===== config.mk =====
export PLATFORM = sky130hd
export DESIGN_NAME = mem_port_arbiter_flat
export DESIGN_NICKNAME = d
export VERILOG_FILES = /design/src/rtl/mem_port_arbiter_if.sv /design/src/rtl/mem_port_arbiter.sv /design/src/flat_wrapper.sv
export SDC_FILE = /design/constraint.sdc
export NUM_CORES = 1
export LEC_CHECK = 0
export CAP_MARGIN = 40
export CORE_MARGIN = 5
export CORE_UTILIZATION = 35
export DETAILED_ROUTE_END_ITERATION = 16
export GPL_ROUTABILITY_DRIVEN = 0
export PLACE_DENSITY = 0.78
export SLEW_MARGIN = 40
export SYNTH_ARGS = -nofsm -noshare
export SYNTH_HDL_FRONTEND = slang
export SYNTH_SLANG_ARGS = --single-unit
export TNS_END_PERCENT = 30

===== constraint.sdc =====
create_clock -name clk -period 2.2 [get_ports clk]
set_clock_uncertainty 0.05 [all_clocks]
set_input_delay 0.33 -clock clk [delete_from_list [all_inputs] [get_ports clk]]
set_output_delay 0.33 -clock clk [all_outputs]
set_load 0.01 [all_outputs]

===== src/rtl/mem_port_arbiter_if.sv =====
// -----------------------------------------------------------------------------
// mem_port_arbiter_if
// Bundles the core-side request/response signals and the unified memory
// macro signals of the instruction/data memory port arbiter.
//   slave  : view used by the arbiter (takes core requests, drives memory).
//   master : view used by the environment (core pipeline + memory macro).
// Signals:
//   im_rd/im_addr                       instruction read request
//   im_stall/im_valid/im_r_data         instruction stall and response
//   dm_rd/dm_wr/dm_addr/dm_w_data       data read/write request
//   dm_stall/dm_valid/dm_r_data         data stall and response
//   mem_en/mem_we/mem_addr/mem_w_data   memory command (address ADDR_WIDTH+1)
//   mem_r_data                          memory read data, one cycle after read
//   arb_err                             sticky illegal-request flag
// -----------------------------------------------------------------------------
interface mem_port_arbiter_if #(
  parameter int ADDR_WIDTH = 8,
  parameter int DATA_WIDTH = 16
);
  logic                  im_rd;
  logic [ADDR_WIDTH-1:0] im_addr;
  logic                  im_stall;
  logic                  im_valid;
  logic [DATA_WIDTH-1:0] im_r_data;

  logic                  dm_rd;
  logic                  dm_wr;
  logic [ADDR_WIDTH-1:0] dm_addr;
  logic [DATA_WIDTH-1:0] dm_w_data;
  logic                  dm_stall;
  logic                  dm_valid;
  logic [DATA_WIDTH-1:0] dm_r_data;

  logic                  mem_en;
  logic                  mem_we;
  logic [ADDR_WIDTH:0]   mem_addr;
  logic [DATA_WIDTH-1:0] mem_w_data;
  logic [DATA_WIDTH-1:0] mem_r_data;

  logic                  arb_err;

  modport slave (
    input  im_rd, im_addr, dm_rd, dm_wr, dm_addr, dm_w_data, mem_r_data,
    output im_stall, im_valid, im_r_data, dm_stall, dm_valid, dm_r_data,
           mem_en, mem_we, mem_addr, mem_w_data, arb_err
  );

  modport master (
    output im_rd, im_addr, dm_rd, dm_wr, dm_addr, dm_w_data, mem_r_data,
    input  im_stall, im_valid, im_r_data, dm_stall, dm_valid, dm_r_data,
           mem_en, mem_we, mem_addr, mem_w_data, arb_err
  );
endinterface


===== src/rtl/mem_port_arbiter.sv =====
// -----------------------------------------------------------------------------
// mem_port_arbiter
// Shares one single-port synchronous memory between the instruction-fetch (IM)
// and data (DM) ports of a pipelined core. One access is granted per cycle:
// DM wins by default, IM wins once it has been denied MAX_STARVE cycles in a
// row. Read data returns one cycle after the grant; the loser sees a stall.
// Ports:
//   clk   : clock, rising edge
//   rst   : asynchronous reset, active-low
//   bus   : mem_port_arbiter_if.slave (core requests/responses, memory command)
//   perf_im_stall_cnt / perf_dm_stall_cnt / perf_conflict_cnt :
//           16-bit saturating event counters, present only when the macro
//           ARB_PERF_CNT_EN is defined.
// -----------------------------------------------------------------------------
module mem_port_arbiter #(
  parameter int ADDR_WIDTH = 8,
  parameter int DATA_WIDTH = 16,
  parameter int MAX_STARVE = 3   // legal range 1..15
) (
  input  logic                  clk,
  input  logic                  rst,
  mem_port_arbiter_if.slave     bus
`ifdef ARB_PERF_CNT_EN
  ,
  output logic [15:0]           perf_im_stall_cnt,
  output logic [15:0]           perf_dm_stall_cnt,
  output logic [15:0]           perf_conflict_cnt
`endif
);

  typedef enum logic [1:0] {
    IDLE  = 2'd0,  // nothing issued last cycle
    IM_RD = 2'd1,  // IM read in flight
    DM_RD = 2'd2,  // DM read in flight
    DM_WR = 2'd3   // DM write issued, no response
  } state_e;

  localparam logic [3:0] STARVE_LIMIT = 4'(MAX_STARVE);

  state_e                state_q, state_d;
  logic [3:0]            starve_q, starve_d;
  logic [DATA_WIDTH-1:0] im_data_q, im_data_d;
  logic [DATA_WIDTH-1:0] dm_data_q, dm_data_d;
  logic                  arb_err_q, arb_err_d;

  logic dm_req;
  logic im_grant;
  logic dm_grant;
  logic im_stall;
  logic dm_stall;

  // Issue side. Grants are suppressed while rst is low so every output is 0
  // during reset, even with requests still asserted by the core.
  // NOTE: combinational blocks use blocking '=' and assign every output a
  // default first; a path that leaves a signal unassigned infers a latch.
  always_comb begin
    dm_req   = bus.dm_rd | bus.dm_wr;
    im_grant = 1'b0;
    dm_grant = 1'b0;
    if (rst) begin
      if (bus.im_rd && (!dm_req || starve_q == STARVE_LIMIT)) begin
        im_grant = 1'b1;
      end else if (dm_req) begin
        dm_grant = 1'b1;
      end
    end
    im_stall = rst & bus.im_rd & ~im_grant;
    dm_stall = rst & dm_req & ~dm_grant;
  end

  // Memory command follows the granted port; rd+wr together counts as a write.
  always_comb begin
    bus.mem_en     = im_grant | dm_grant;
    bus.mem_we     = dm_grant & bus.dm_wr;
    bus.mem_addr   = '0;
    bus.mem_w_data = '0;
    if (im_grant) begin
      bus.mem_addr = {1'b0, bus.im_addr};
    end else if (dm_grant) begin
      bus.mem_addr = {1'b1, bus.dm_addr};
      if (bus.dm_wr) begin
        bus.mem_w_data = bus.dm_w_data;
      end
    end
    bus.im_stall = im_stall;
    bus.dm_stall = dm_stall;
  end

  // Next state: in-flight access tracking, starvation counter, responses.
  always_comb begin
    state_d = IDLE;
    if (im_grant) begin
      state_d = IM_RD;
    end else if (dm_grant) begin
      state_d = bus.dm_wr ? DM_WR : DM_RD;
    end

    starve_d = starve_q;
    if (!bus.im_rd || im_grant) begin
      starve_d = '0;
    end else if (im_stall && starve_q != STARVE_LIMIT) begin
      starve_d = starve_q + 4'd1;
    end

    arb_err_d = arb_err_q | (bus.dm_rd & bus.dm_wr);

    // Read data is presented straight from the memory in the response cycle
    // and held afterwards, so the capture registers only load on a valid.
    im_data_d = im_data_q;
    dm_data_d = dm_data_q;
    if (state_q == IM_RD) im_data_d = bus.mem_r_data;
    if (state_q == DM_RD) dm_data_d = bus.mem_r_data;

    bus.im_valid  = (state_q == IM_RD);
    bus.dm_valid  = (state_q == DM_RD);
    bus.im_r_data = bus.im_valid ? bus.mem_r_data : im_data_q;
    bus.dm_r_data = bus.dm_valid ? bus.mem_r_data : dm_data_q;
    bus.arb_err   = arb_err_q;
  end

  // NOTE: sequential state uses non-blocking '<=' so every register samples
  // pre-edge values; the data hold registers are plain flops, so resetting
  // them is cheap and keeps the response outputs at 0 after reset.
  always_ff @(posedge clk or negedge rst) begin
    if (!rst) begin
      state_q   <= IDLE;
      starve_q  <= '0;
      im_data_q <= '0;
      dm_data_q <= '0;
      arb_err_q <= 1'b0;
    end else begin
      state_q   <= state_d;
      starve_q  <= starve_d;
      im_data_q <= im_data_d;
      dm_data_q <= dm_data_d;
      arb_err_q <= arb_err_d;
    end
  end

`ifdef ARB_PERF_CNT_EN
  logic [15:0] perf_im_q, perf_im_d;
  logic [15:0] perf_dm_q, perf_dm_d;
  logic [15:0] perf_cf_q, perf_cf_d;

  // Saturating event counters; a conflict is both ports requesting at once.
  always_comb begin
    perf_im_d = perf_im_q;
    perf_dm_d = perf_dm_q;
    perf_cf_d = perf_cf_q;
    if (im_stall && perf_im_q != 16'hFFFF) perf_im_d = perf_im_q + 16'd1;
    if (dm_stall && perf_dm_q != 16'hFFFF) perf_dm_d = perf_dm_q + 16'd1;
    if (rst && bus.im_rd && dm_req && perf_cf_q != 16'hFFFF) begin
      perf_cf_d = perf_cf_q + 16'd1;
    end
  end

  always_ff @(posedge clk or negedge rst) begin
    if (!rst) begin
      perf_im_q <= '0;
      perf_dm_q <= '0;
      perf_cf_q <= '0;
    end else begin
      perf_im_q <= perf_im_d;
      perf_dm_q <= perf_dm_d;
      perf_cf_q <= perf_cf_d;
    end
  end

  assign perf_im_stall_cnt = perf_im_q;
  assign perf_dm_stall_cnt = perf_dm_q;
  assign perf_conflict_cnt = perf_cf_q;
`endif

endmodule


===== src/flat_wrapper.sv =====
// flat-port wrapper written by rule: the top's interface ports become plain ports
module mem_port_arbiter_flat 
#(
  parameter int ADDR_WIDTH = 8,
  parameter int DATA_WIDTH = 16,
  parameter int MAX_STARVE = 3                       
)
  (clk, rst, bus_im_rd, bus_im_addr, bus_dm_rd, bus_dm_wr, bus_dm_addr, bus_dm_w_data, bus_mem_r_data, bus_im_stall, bus_im_valid, bus_im_r_data, bus_dm_stall, bus_dm_valid, bus_dm_r_data, bus_mem_en, bus_mem_we, bus_mem_addr, bus_mem_w_data, bus_arb_err);
  mem_port_arbiter_if #(.ADDR_WIDTH(ADDR_WIDTH), .DATA_WIDTH(DATA_WIDTH)) bus_i ();
  input  logic clk;
  input  logic rst;
  input wire logic [$bits(bus_i.im_rd)-1:0] bus_im_rd;
  input wire logic [$bits(bus_i.im_addr)-1:0] bus_im_addr;
  input wire logic [$bits(bus_i.dm_rd)-1:0] bus_dm_rd;
  input wire logic [$bits(bus_i.dm_wr)-1:0] bus_dm_wr;
  input wire logic [$bits(bus_i.dm_addr)-1:0] bus_dm_addr;
  input wire logic [$bits(bus_i.dm_w_data)-1:0] bus_dm_w_data;
  input wire logic [$bits(bus_i.mem_r_data)-1:0] bus_mem_r_data;
  output wire logic [$bits(bus_i.im_stall)-1:0] bus_im_stall;
  output wire logic [$bits(bus_i.im_valid)-1:0] bus_im_valid;
  output wire logic [$bits(bus_i.im_r_data)-1:0] bus_im_r_data;
  output wire logic [$bits(bus_i.dm_stall)-1:0] bus_dm_stall;
  output wire logic [$bits(bus_i.dm_valid)-1:0] bus_dm_valid;
  output wire logic [$bits(bus_i.dm_r_data)-1:0] bus_dm_r_data;
  output wire logic [$bits(bus_i.mem_en)-1:0] bus_mem_en;
  output wire logic [$bits(bus_i.mem_we)-1:0] bus_mem_we;
  output wire logic [$bits(bus_i.mem_addr)-1:0] bus_mem_addr;
  output wire logic [$bits(bus_i.mem_w_data)-1:0] bus_mem_w_data;
  output wire logic [$bits(bus_i.arb_err)-1:0] bus_arb_err;
  assign bus_i.im_rd = bus_im_rd;
  assign bus_i.im_addr = bus_im_addr;
  assign bus_i.dm_rd = bus_dm_rd;
  assign bus_i.dm_wr = bus_dm_wr;
  assign bus_i.dm_addr = bus_dm_addr;
  assign bus_i.dm_w_data = bus_dm_w_data;
  assign bus_i.mem_r_data = bus_mem_r_data;
  assign bus_im_stall = bus_i.im_stall;
  assign bus_im_valid = bus_i.im_valid;
  assign bus_im_r_data = bus_i.im_r_data;
  assign bus_dm_stall = bus_i.dm_stall;
  assign bus_dm_valid = bus_i.dm_valid;
  assign bus_dm_r_data = bus_i.dm_r_data;
  assign bus_mem_en = bus_i.mem_en;
  assign bus_mem_we = bus_i.mem_we;
  assign bus_mem_addr = bus_i.mem_addr;
  assign bus_mem_w_data = bus_i.mem_w_data;
  assign bus_arb_err = bus_i.arb_err;
  mem_port_arbiter #(.ADDR_WIDTH(ADDR_WIDTH), .DATA_WIDTH(DATA_WIDTH), .MAX_STARVE(MAX_STARVE)) u_core (.clk(clk), .rst(rst), .bus(bus_i));
endmodule

After elaboration in Yosys (flattened, before gate mapping)
Cells that the tools add are included.
- $add $sub $neg: 1
- equal/unequal tests: 4
- muxes and demuxes: 17
- bitwise operators: 11
- reductions and logical operators: 7
- operators with widths (cell ; count):
    $mux W16 ; 5
    $mux W9 ; 2
    $mux W4 ; 2
    $and A1 B1 Y1 ; 6
    $mux W1 ; 6
    $add A4 B1 Y4 const B ; 1
    $eq A4 B2 Y1 const B ; 1
    $mux W2 ; 2
    $ne A4 B2 Y1 const B ; 1
    $or A1 B1 Y1 ; 3
    $eq A2 B1 Y1 const B ; 1
    $eq A2 B2 Y1 const B ; 1
    $logic_and A1 B1 Y1 ; 2
    $logic_not A1 Y1 ; 2
    $logic_or A1 B1 Y1 ; 2
    $not A1 Y1 ; 2
    $reduce_bool A2 Y1 ; 1
- register bits after elaboration: 39
- input bits: 53
- output and inout port bits: 64
- word-level logic and storage cells: 45

Depth between registers and ports, before layout
Gate-level depths: netlist of the first run.
- depth in word-level cells: 11
- mapped depth: 5
- gate-level depth less buffers: 4

Worst setup path before layout of the first run
OpenSTA, ideal clock, no wires.
- path type: register -> output
- start: register u_core.starve_q[0]
- end: output port bus_mem_w_data[10]
- arrival: 1.420 ns
- path slack: 0.400 ns
- cell stages (with the launch flop): 6
- path buffers: 1
- cells stage by stage: dfrtp_1 > ha_1 > nor3b_4 > a211oi_4 > buf_6 > and2_1
- longest elaborated chain between the ends: 7
- elaborated cells on any way between the ends: 9
- those cells by class: 1 x eq/ne; 6 x mux; 2 x reduce/logical
- RTL lines (element ; line ; RTL):
    start, declared ; mem_port_arbiter.sv:41 ; logic [3:0] starve_q, starve_d;
    start signal, assigned ; mem_port_arbiter.sv:133 ; starve_q <= starve_d;
    $eq A4 B2 Y1 * ; mem_port_arbiter.sv:61 ; if (bus.im_rd && (!dm_req || starve_q == STARVE_LIMIT)) begin
    $logic_or A1 B1 Y1 * ; mem_port_arbiter.sv:61 ;
    $logic_and A1 B1 Y1 * ; mem_port_arbiter.sv:61 ;
    $mux W1 ; mem_port_arbiter.sv:61 ;
    $mux W1 ; mem_port_arbiter.sv:60 ; if (rst) begin
    $mux W16 ; mem_port_arbiter.sv:79 ; end else if (dm_grant) begin
    $mux W16 * ; mem_port_arbiter.sv:77 ; if (im_grant) begin
    end, declared ; flat_wrapper.sv:28 ; output wire logic [$bits(bus_i.mem_w_data)-1:0] bus_mem_w_data;
Every way passes the cells marked *; elsewhere a longest branch is shown, timed or not.

Worst setup path after layout of the first run
- start: register u_core.starve_q[1]
- end: output port bus_mem_w_data[3]
The elaborated chain is that of the path after synthesis.

==> impl_metrics.ini, run 1 <==
[run_status]
status = finished clean

[cells_and_area]
fin_util_pct = 65.1
diodes = 0
final_cell_mix = clkdlybuf4s50_1, dfrtp_1, dlygate4sd2_1
area_growth_pct = 80.7
fin_nets = 352
final_layout_size_suffix_gt1_share_pct = 40.5
fill_cells = 452
regArea_sq_um = 976
final_common_cell = clkdlybuf4s50_1
multi_input_area_sq_um = 887

[worst_setup_path]
r2r_start = u_core.starve_q[1]$_DFFE_PN0P_
worst_ep_arrival_time_ns = 1.77
worstSetupPathType = flip-flop to primary output
reg2reg_to = u_core.starve_q[0]$_DFFE_PN0P_
r2r_cells = 7
end_kind = primary output
worst-endpoint-required_ns = 1.82
path_max_fanout = 6
r2r_slack_ns = 0.54
startpoint_type = flip-flop

[sta]
holdWs_ns = 0.308
slew_violations = 0
setup_violations = 0
hold_viol_final = 0
tightest_slew_ns = 0.501
fin_crit_sh_pct = 97.7
timing.setup.tns_ns = 0
layout_min_cycle_time_ns = 2.15
setup_slack_ns = 0.0501
clock.fmax_ghz = 0.465
rsz0062_at_grt = yes
slew_headroom_pct = 66.6

[synth]
synth_top_area_share_pct = 53.1
yosysSeqAreaShare_pct = 53.1
synth_area_leaders = dfrtp_1, mux2_2, and2_1
ys_ff_latch = 39
async_flop_share_pct = 100
synth_edf_count = 0
syn-instance-count = 155
avgSynthCellArea_sq_um = 11.9
syn_area_sq_um = 1840
ys.flop_type = dfrtp_1
yosysUniqueCellTypes = 29
synth_nets = 209
yosys_warnings = 0
synth_top_area_cell = dfrtp_1

[grt]
grt_pass1_wl_microns = 8200
grt_max_degree = 44
grtUsageMet2_pct = 30.0
grt-ovfl-total = 0
top_usage_layer = met2
antenna_found_initial = 0
use_met1_pct = 17.1
grt_pass1_vias = 1762
grt_use_total_pct = 15.7
met3_usage_pct = 4.77

[die]
core-area_sq_um = 5110
ioPinCount = 117
initial_core_util_pct = 36.0
die_w_microns = 82.5
rows = 26
die_area_sq_um = 6800
die_h_microns = 82.5

[flow_run]
cap_violations = 0

[drt]
wirelength_microns = 5410
num_vias = 1665
drt_iter0_drc = 48
drt_first_pass_iters = 4
ant_nets = 0
routedWlPerCell_microns = 14.7
drcViolationCount = 0
viasPerCell = 4.51

[clock_network]
clockBufferDepth = 2
clock_latency_ns = 0.28
hold_buffers = 0
h-tree-depth = 2
cts.root.buffer_cell = clkbuf_8
cts_sinks = 39
tritoncts = yes
clk_transition_reported_paths_ns = 0.07
cts_buffers = 5

[min_path]
hold_class = input pin to async pin

[power_and_ir_drop]
ir_drop_v = 0.000381
p_leak_nw = 1.55
power.density_nw_per_um2 = 605

[place]
io_buffers = 116
post-place-ws_ns = -0.208
place_hpwl_microns = 4150
[cell usage after synthesis (2+ instances only)]
master    n
and2_1   17
o21ai_1   2
nor2b_1   3
o22ai_1   8
a21o_1    2
inv_1     4
nand2_1  17
nor2_1    4
mux2_2   32
buf_2     7
dfrtp_1  39
a31o_2    2
nor3_1    2
[per-layer routing]
layer / up-vias / wire (microns)
li1: 818 / -
met1: 792 / 1950
met2: 51 / 3030
met3: 4 / 402
met4: 0 / 31
met5: - / 0
[state kept, by name (all words and copies together), names as in the netlist]
register,count
u_core.im_data_q,16
u_core.dm_data_q,16
u_core.state_q,2
u_core.starve_q,4
u_core.bus.arb_err,1
[critical path: stages, from the launching register on]
cell	delay (ns)
dfrtp_1	0.37
ha_2	0.18
nor3b_4	0.28
a211oi_4	0.10
buf_4	0.16
buf_6	0.12
and2_1	0.15
buf_2	0.14
[metrics by stage]
| stage | cell area, sq um | power, mW | std cells |
|---|---|---|---|
| 6_report | 3320 | 2.01 | 369 |
| 5_1_grt | 3320 | 2.14 | 369 |
| 4_1_cts | 3200 | 2.02 | 366 |
| 3_5_place_dp | 3200 | 1.66 | 351 |
| 3_3_place_gp | 3200 | 1.64 | 351 |
| 2_1_floorplan | 1840 | 1.18 | 155 |
[worst max path at each step]
stage	depth (start not counted)	slack [ns]	start	to
after floorplan	5	0.40	u_core.starve_q[0]$_DFFE_PN0P_	bus_mem_w_data[10]
after global placement	6	-0.17	bus_dm_wr	bus_mem_w_data[14]
after detailed placement	6	-0.21	bus_dm_wr	bus_mem_w_data[9]
after CTS	6	0.003	u_core.starve_q[0]$_DFFE_PN0P_	bus_mem_w_data[15]
after global routing	7	-0.06	u_core.starve_q[1]$_DFFE_PN0P_	bus_mem_w_data[3]
final	7	0.05	u_core.starve_q[1]$_DFFE_PN0P_	bus_mem_w_data[3]
[layout make-up]
class	instances	share of cell area, %
clock buffer	6	2.18
timing repair buffer	146	38.3
multi-input combinational	102	26.7
sequential	39	29.4
tap	70	2.64
inverter	4	0.452
clock inverter	2	0.377
[power by group]
part / internal [mW] / switching (mW)
Combinational: 0.389 / 0.297
Clock: 0.221 / 0.234
Sequential: 0.838 / 0.0307
[cell families after synthesis]
group	share of synthesized area, %
and+or+nand+nor	15.1
buffers and inverters	3.95
AOI/OAI and AO/OA	7.62
DFF	53.1
adders and majority gates	0.680
muxes	19.6
[what timing repair did]
action	in CTS	in global routing
gates cloned	1	1
gates resized for setup	141	33
endpoints found under the setup margin	60	27
hold endpoints to repair	0	0
pin swaps	2	3
setup buffers	6	2
Note: power is estimated with default switching activity, not from simulation.
==> run 2, diff against run 1 <==
Settings changed: PLACE_DENSITY 0.78 to default, PLACE_DENSITY_LB_ADDON from default to 0.2.
==> run 2 against run 1 <==
Sequential power is essentially flat. Sequential share of layout area up 0.31 points. Routed wire length decreased by 1.0%. First-iteration DRC count decreased by 38%. Critical path depth unchanged. Power increased by 0.26%. The run now ends with negative hold slack, negative setup slack left.
==> impl_metrics.ini, run 2 (same netlist as run 1, synthesis figures left out) <==
[run_status]
status = complete, but fails checks
failed_checks = negative hold slack, negative setup slack

[die]
ioPinCount = 117
die_area_sq_um = 6800
die_w_microns = 82.5
die_h_microns = 82.5
core-area_sq_um = 5110
initial_core_util_pct = 36.0
rows = 26

[clock_network]
clockBufferDepth = 2
cts_sinks = 39
clock_latency_ns = 0.28
tritoncts = yes
clk_transition_reported_paths_ns = 0.07
h-tree-depth = 2
cts.root.buffer_cell = clkbuf_8
cts_buffers = 5

[sta]
rsz0062_at_grt = yes
hold_viol_final = 3
setup_slack_ns = -0.0246
slew_violations = 0
clock.fmax_ghz = 0.450
fin_crit_sh_pct = 101
holdWs_ns = -0.00298
setup_violations = 4
layout_min_cycle_time_ns = 2.22
slew_headroom_pct = 75.8
tightest_slew_ns = 0.363

[grt]
grt_use_total_pct = 15.7
grt_max_degree = 61
antenna_found_initial = 0
grt-ovfl-total = 0
grt_pass1_vias = 1718
grt_pass1_wl_microns = 8100

[cells_and_area]
diodes = 0
final_cell_area_sq_um = 3290
final_common_cell = clkdlybuf4s50_1
area_growth_pct = 78.8
fin_nets = 347
largestRegisters = u_core.dm_data_q x16, u_core.im_data_q x16, u_core.starve_q x4
final_layout_size_suffix_gt1_share_pct = 37.1
fill_cells = 453
final_cell_mix = clkdlybuf4s50_1, dfrtp_1, mux2_2

[drt]
drt_first_pass_iters = 4
num_vias = 1676
routedWlPerCell_microns = 14.7
drt_iter0_drc = 30
drcViolationCount = 0
ant_nets = 0
wirelength_microns = 5360
viasPerCell = 4.60

[worst_setup_path]
r2r_cells = 5
reg2reg_to = u_core.state_q[0]$_DFF_PN0_
worst-endpoint-required_ns = 1.82
r2r_slack_ns = 0.76
end_kind = primary output
worstSetupPathType = flip-flop to primary output
r2r_start = u_core.starve_q[1]$_DFFE_PN0P_
startpoint_type = flip-flop
worst_ep_arrival_time_ns = 1.84
path_max_fanout = 5

[power_and_ir_drop]
ir_drop_v = 0.000397
seq_power_share_pct = 43.0
clkPwrFrac_pct = 22.5
netSwitchingFraction_pct = 27.4
power.density_nw_per_um2 = 613
comb_power_share_pct = 34.5
p_leak_nw = 1.59
p_sw_mw = 0.553
intPower_mw = 1.46

[flow_run]
cap_violations = 0

[place]
dpl-instance-area_sq_um = 3210
place_hpwl_microns = 4040
io_buffers = 116

[min_path]
hold_class = input pin to async pin
==> run 2: cell count changes in the layout (fill, tap and decap cells not counted), moves of 2 or more <==
| cell | previous run | this run |
|---|---|---|
| buf_6 | 10 | 8 |
| o22ai_2 | 8 | 5 |
| buf_4 | 22 | 17 |
| dlygate4sd2_1 | 33 | 21 |
| and2_4 | 5 | 3 |
| and2_1 | 12 | 14 |
| dlymetal6s2s_1 | 0 | 11 |
| o22ai_1 | 0 | 3 |
==> run 2: area by class of cell <==
| cell class | count | area, sq um | area share [%] |
|---|---|---|---|
| sequential | 39 | 976 | 29.7 |
| timing repair buffer | 141 | 1280 | 38.9 |
| tap | 70 | 87.6 | 2.66 |
| clock buffer | 7 | 76.3 | 2.32 |
| clock inverter | 1 | 5.00 | 0.152 |
| inverter | 4 | 15.0 | 0.457 |
| multi-input combinational | 102 | 848 | 25.8 |
==> run 2: through the flow <==
| stage | util [%] | worst slack, ns | instances | TNS, ns | total power [mW] |
|---|---|---|---|---|---|
| 3_3_place_gp | 62.9 | -0.192 | 349 | -3.71 | 1.64 |
| 4_1_cts | 62.7 | -0.0331 | 362 | -0.0961 | 2.05 |
| 5_1_grt | 64.4 | -0.126 | 364 | -1.27 | 2.14 |
| 3_5_place_dp | 62.9 | -0.191 | 349 | -4.01 | 1.66 |
| 2_1_floorplan | - | 0.400 | 155 | 0 | 1.18 |
| 6_report | 64.4 | -0.0246 | 364 | -0.0859 | 2.02 |
==> run 2: critical path: stages (launching register included) <==
cell and delay, ns:
dfrtp_1 0.36, ha_2 0.19, nor3b_4 0.35, buf_4 0.19
a21o_4 0.14, buf_6 0.12, o22ai_2 0.07, buf_2 0.14
==> run 2: worst max path at each step <==
stage	from	to	slack, ns	cells after the start
finish	u_core.starve_q[1]$_DFFE_PN0P_	bus_mem_addr[2]	-0.02	7
global route	u_core.starve_q[1]$_DFFE_PN0P_	bus_mem_addr[5]	-0.13	7
CTS	u_core.starve_q[0]$_DFFE_PN0P_	bus_mem_addr[5]	-0.03	7
detailed placement	bus_dm_wr	bus_mem_addr[4]	-0.19	6
global placement	bus_dm_wr	bus_mem_addr[4]	-0.19	6
floorplan	u_core.starve_q[0]$_DFFE_PN0P_	bus_mem_w_data[10]	0.40	5
==> run 2: routing by layer <==
layer | global-route usage [%] | routed length [microns]
met4 | 3.92 | 64
met3 | 4.88 | 392
met5 | 0 | 0
met2 | 28.8 | 2840
met1 | 17.4 | 2060
==> run 2: power by group through the flow <==
| stage | sequential [mW] | combinational, mW | clock, mW |
|---|---|---|---|
| 2_1_floorplan | 0.872 | 0.307 | 0 |
| 3_3_place_gp | 0.874 | 0.767 | 0 |
| 3_5_place_dp | 0.881 | 0.777 | 0 |
| 4_1_cts | 0.867 | 0.706 | 0.475 |
| 5_1_grt | 0.878 | 0.754 | 0.512 |
| 6_report | 0.866 | 0.696 | 0.454 |
==> run 2: what timing repair did <==
action | in CTS | in global routing
hold buffers | 0 | 0
resized for setup | 130 | 34
endpoints found under the setup margin | 49 | 40
pin swaps | 4 | 9
cloned | 1 | 0
buffers inserted | 5 | 4
==> run 3, diff against run 2 <==
Settings changed: CAP_MARGIN 40 to default.
==> results of run 3 <==
Final layout, timing and power as in run 2 (identical DEF).
